--- config.mk ---
export PLATFORM = sky130hd
export DESIGN_NAME = mem_port_arbiter
export DESIGN_NICKNAME = d
export VERILOG_FILES = /design/src/rtl/mem_port_arbiter.sv
export SDC_FILE = /design/constraint.sdc
export NUM_CORES = 1
export LEC_CHECK = 0
export BUFFER_PORTS_ARGS = -buffer_cell sky130_fd_sc_hd__buf_2
export CAP_MARGIN = 10
export CORE_AREA = 4 4 106 108
export CTS_CLUSTER_SIZE = 20
export DETAILED_ROUTE_END_ITERATION = 8
export DIE_AREA = 0 0 110 112
export PLACE_DENSITY_LB_ADDON = 0.15
export SETUP_SLACK_MARGIN = 0.2
export SYNTH_ARGS = -nofsm -noshare
export SYNTH_HDL_FRONTEND = slang
export SYNTH_SLANG_ARGS = --single-unit
--- constraint.sdc ---
create_clock -name clk -period 1.61 [get_ports clk]
set_input_delay 0.0805 -clock clk [delete_from_list [all_inputs] [get_ports clk]]
set_output_delay 0.0805 -clock clk [all_outputs]
set_load 0.01 [all_outputs]
--- src/rtl/mem_port_arbiter.sv ---
// Arbitrates one single-port memory between instruction fetch and load/store, one transaction at a time.
// Optional build macro: ARB_ROUND_ROBIN_EN (alternate grants on a tie instead of data-over-fetch priority).
module mem_port_arbiter #(
    parameter int ADDR_W  = 32,
    parameter int DATA_W  = 32,
    parameter int MEM_LAT = 1
) (
    input  logic                clk,
    input  logic                rst_n,
    input  logic                if_req,
    input  logic [ADDR_W-1:0]   if_addr,
    output logic                if_gnt,
    output logic                if_rvalid,
    output logic [DATA_W-1:0]   if_rdata,
    input  logic                d_req,
    input  logic                d_we,
    input  logic [DATA_W/8-1:0] d_be,
    input  logic [ADDR_W-1:0]   d_addr,
    input  logic [DATA_W-1:0]   d_wdata,
    output logic                d_gnt,
    output logic                d_rvalid,
    output logic [DATA_W-1:0]   d_rdata,
    output logic                mem_en,
    output logic                mem_we,
    output logic [DATA_W/8-1:0] mem_be,
    output logic [ADDR_W-1:0]   mem_addr,
    output logic [DATA_W-1:0]   mem_wdata,
    input  logic [DATA_W-1:0]   mem_rdata,
    output logic                busy
);

    localparam int CNT_W = $clog2(MEM_LAT + 1);

    if (MEM_LAT < 1 || MEM_LAT > 15) begin : g_lat_check
        $error("mem_port_arbiter: MEM_LAT must be in 1..15");
    end

    typedef enum logic {IDLE, BUSY} state_t;
    typedef enum logic {OWN_IF, OWN_D} owner_t;

    state_t             state, state_nx;
    owner_t             owner, owner_nx;
    logic [CNT_W-1:0]   lat_cnt, lat_cnt_nx;
    logic               pick_d;

    // owner doubles as the last-owner history for the tie-break
    always_comb begin
`ifdef ARB_ROUND_ROBIN_EN
        if (d_req && if_req)
            pick_d = (owner == OWN_IF);
        else
            pick_d = d_req;
`else
        pick_d = d_req;
`endif
    end

    always_ff @(posedge clk or negedge rst_n) begin
        if (!rst_n) begin
            state   <= IDLE;
            owner   <= OWN_IF;
            lat_cnt <= '0;
        end else begin
            state   <= state_nx;
            owner   <= owner_nx;
            lat_cnt <= lat_cnt_nx;
        end
    end

    always_comb begin
        state_nx   = state;
        owner_nx   = owner;
        lat_cnt_nx = lat_cnt;
        if_gnt     = 1'b0;
        d_gnt      = 1'b0;
        if_rvalid  = 1'b0;
        d_rvalid   = 1'b0;
        mem_en     = 1'b0;
        mem_we     = 1'b0;
        mem_be     = '0;
        mem_addr   = '0;
        mem_wdata  = '0;
        busy       = 1'b0;
        case (state)
            IDLE: begin
                if (if_req || d_req) begin
                    mem_en     = 1'b1;
                    state_nx   = BUSY;
                    lat_cnt_nx = CNT_W'(MEM_LAT);
                    if (pick_d) begin
                        d_gnt     = 1'b1;
                        owner_nx  = OWN_D;
                        mem_we    = d_we;
                        mem_be    = d_be;
                        mem_addr  = d_addr;
                        mem_wdata = d_wdata;
                    end else begin
                        if_gnt    = 1'b1;
                        owner_nx  = OWN_IF;
                        mem_be    = '1;
                        mem_addr  = if_addr;
                    end
                end
            end
            BUSY: begin
                busy = 1'b1;
                if (lat_cnt != '0)
                    lat_cnt_nx = lat_cnt - CNT_W'(1);
                if (lat_cnt == CNT_W'(1)) begin
                    if (owner == OWN_D)
                        d_rvalid = 1'b1;
                    else
                        if_rvalid = 1'b1;
                    state_nx = IDLE;
                end
            end
            default: state_nx = IDLE;
        endcase
    end

    assign if_rdata = mem_rdata;
    assign d_rdata  = mem_rdata;

endmodule

==> results.sh <==
export IMPL_outcome="completed"
export IMPL_worst_pin_slew_ns=0.302
export IMPL_drc=0
export IMPL_layout_drive_gt1_share_pct=55.1
export IMPL_whs_ns=0.161
export IMPL_synth_seq_cells=3
export IMPL_firstDrtPassIters=4
export IMPL_power_density_mw_per_mm2=646
export IMPL_cts_made_buffers=3
export IMPL_ys_types=17
export IMPL_crit_family="flip-flops"
export IMPL_cpPeakStageDelay_ns=0.42
export IMPL_min_to="d_rdata[15]"
export IMPL_start_kind="flop"
export IMPL_area_growth_pct=38.9
export IMPL_place_gp_congestion=0.683
export IMPL_crit_required_ns=1.53
export IMPL_register_area_sq_um=75.1
export IMPL_dr_first_iter_drc_count=42
export IMPL_postRouteAntennaNets=0
export IMPL_rr_startpoint="state"
export IMPL_layout_nets=479
export IMPL_finalSetupViolCount=0
export IMPL_die_area_sq_mm=0.0123
export IMPL_overflow=0
export IMPL_report_final_slew_viol_count=0
export IMPL_dp_final_hpwl_mm=4.88
export IMPL_vias=1851
export IMPL_skew_ns=0.00139
export IMPL_r2r_cells=3
export IMPL_hold_class="input port to output pin"
export IMPL_stdcell_count=477
export IMPL_crit_arrival_ns=1.24
export IMPL_track_usage_pct=8.30
export IMPL_timing_fmax_mhz=755
export IMPL_num_fill_cells=1215
export IMPL_synth_seq_area_share_pct=4.92
export IMPL_wl_per_cell_um=12.6
export IMPL_post_route_period_util_pct=82.3
export IMPL_dp_cells=472
export IMPL_cts_buffer_depth=2
export IMPL_clkPwrFrac_pct=15.7
export IMPL_htreeDepth=1
export IMPL_r2r_end="owner"
export IMPL_period_needed_ns=1.32
export IMPL_intPower_uw=740
export IMPL_power_frac_comb_pct=74.4
export IMPL_antenna_found_initial=0
export IMPL_ioPinCount=276
export IMPL_crit_chain="nor2b_4 -> buf_12 -> and2_1 -> buf_2"
export IMPL_insertedDiodeCount=0
export IMPL_synth_edf_count=0
export IMPL_grt_pass1_vias=1713
export IMPL_ir_drop_uv=267
export IMPL_grt_setup_unrepaired="false"
export IMPL_cpMaxStageDelayCell="dfrtp_1"
export IMPL_syn_area_sq_mm=0.00153
export IMPL_cts_tree="done"
export IMPL_routed_wl_mm=5.99
export IMPL_multi_input_area_sq_um=837
export IMPL_pwr_share_seq_pct=9.9
export IMPL_clk_latency_ns=0.21
export IMPL_coreArea_sq_mm=0.0102
export IMPL_layout_commonest_cell="buf_2"
export IMPL_hold_path_cell_count=0
export IMPL_grt_max_degree=54
export IMPL_rows=37
export IMPL_p_sw_share_pct=46.0
export IMPL_final_cell_mix="179 x buf_2, 36 x nand2_1, 35 x a21oi_1, 33 x and2_1, 31 x nand3b_1"
export IMPL_cp_end_kind="output pin"
export IMPL_synthFlopType="dfrtp_1"
export IMPL_fin_tns_setup_ns=0
export IMPL_via_per_inst=3.88
export IMPL_leakagePower_nw=1.22
export IMPL_path_clk_slew_ns=0.03
export IMPL_maxSlewHeadroom_pct=79.9
export IMPL_grt_pass1_wl_mm=8.20
export IMPL_cts_sinks=3
export IMPL_die_y_um=112
export IMPL_clockRootBuffer="clkbuf_8"
export IMPL_port_buffers=179
export IMPL_switchingPower_uw=630
export IMPL_hp_start="mem_rdata[15]"
export IMPL_synth_warnings=0
export IMPL_start_util_pct=14.9
export IMPL_syn_area_per_cell_sq_um=6.44
export IMPL_path_buf_inv=2
export IMPL_finalHoldViolCount=0
export IMPL_crit_type="flop to output pin"
export IMPL_synth_nets=374
export IMPL_rrSetupSlack_ns=0.54
export IMPL_cp_max_fo=36
export IMPL_die_w_um=110
export IMPL_synth_cells=237
export IMPL_async_flop_share_pct=100
export IMPL_drv_cap=0
-- per-layer routing --
metal / vias to the layer above / GRT usage, % / routed length (um)
li1: 910 / - / -
met1: 791 / 8.31 / 2080
met2: 119 / 15.9 / 3010
met3: 31 / 1.28 / 668
met4: 0 / 4.49 / 241
met5: - / 0 / 0
-- per-stage QoR --
step                      setup slack (ns)  utilization, %  area, sq um  total power [mW]
after floorplan                      0.464               -         1530             0.876
after global placement               0.387            20.1         2050              1.19
after detailed placement             0.371            20.1         2050              1.18
after CTS                            0.210            20.6         2110              1.41
after global routing                 0.212            20.7         2120              1.51
final                                0.285            20.7         2120              1.37
-- synthesized netlist by cell type, types with 3 or more instances --
master	instances	area share (%)
nand2b_1	3	1.2
and2_1	33	14
buf_2	11	3.6
nand3b_1	31	15
a21oi_1	35	11
nand2_1	36	8.9
dfrtp_1	3	4.9
nor2_1	5	1.2
buf_4	65	32
clkbuf_1	4	0.98
buf_6	5	3.7
-- worst max path at each step --
stage / from / end / cells after the start
after floorplan: state / mem_wdata[23] / 5
after global placement: state / mem_wdata[5] / 4
after detailed placement: state / mem_wdata[5] / 4
after CTS: state / mem_wdata[5] / 4
after global routing: state / mem_addr[31] / 4
final: state / mem_wdata[2] / 4
-- kinds of logic after synthesis --
kind of cell           Yosys count  share of synthesized area [%]
AND/OR/NAND/NOR                111                           41.7
AO/OA/AOI/OAI                   38                           13.1
buffers and inverters           85                           40.2
flip-flops                       3                           4.92
-- area by class of cell --
| class | count | share of cell area, % |
|---|---|---|
| tap | 136 | 8.02 |
| multi-input combinational | 149 | 39.5 |
| timing repair buffer | 185 | 46.8 |
| sequential | 3 | 3.54 |
| clock buffer | 4 | 2.12 |
-- registers in the layout, indices dropped and copies added, names as in the netlist --
name     count
lat_cnt      1
owner        1
state        1
-- power groups by stage --
stage               sequential (mW)  clock, mW  combinational, mW
floorplan                     0.127          0              0.749
global placement              0.137          0               1.05
finish                        0.136      0.215               1.02
CTS                           0.137      0.224               1.05
detailed placement            0.138          0               1.04
global route                  0.140      0.231               1.13
-- worst reg2reg max path, stage by stage, from the launching register on --
cell and delay (ns):
dfrtp_1 0.42, buf_12 0.20, nand2b_1 0.16, a21o_1 0.18
-- timing repair --
| item | CTS | global route |
|---|---|---|
| hold endpoints to repair | 3 | 0 |
| setup buffers | 0 | 0 |
| endpoints found under the setup margin | 34 | 13 |
| gates resized for setup | 1 | 2 |
| hold buffers | 1 | 0 |
Power figures use the tool's default switching activity.
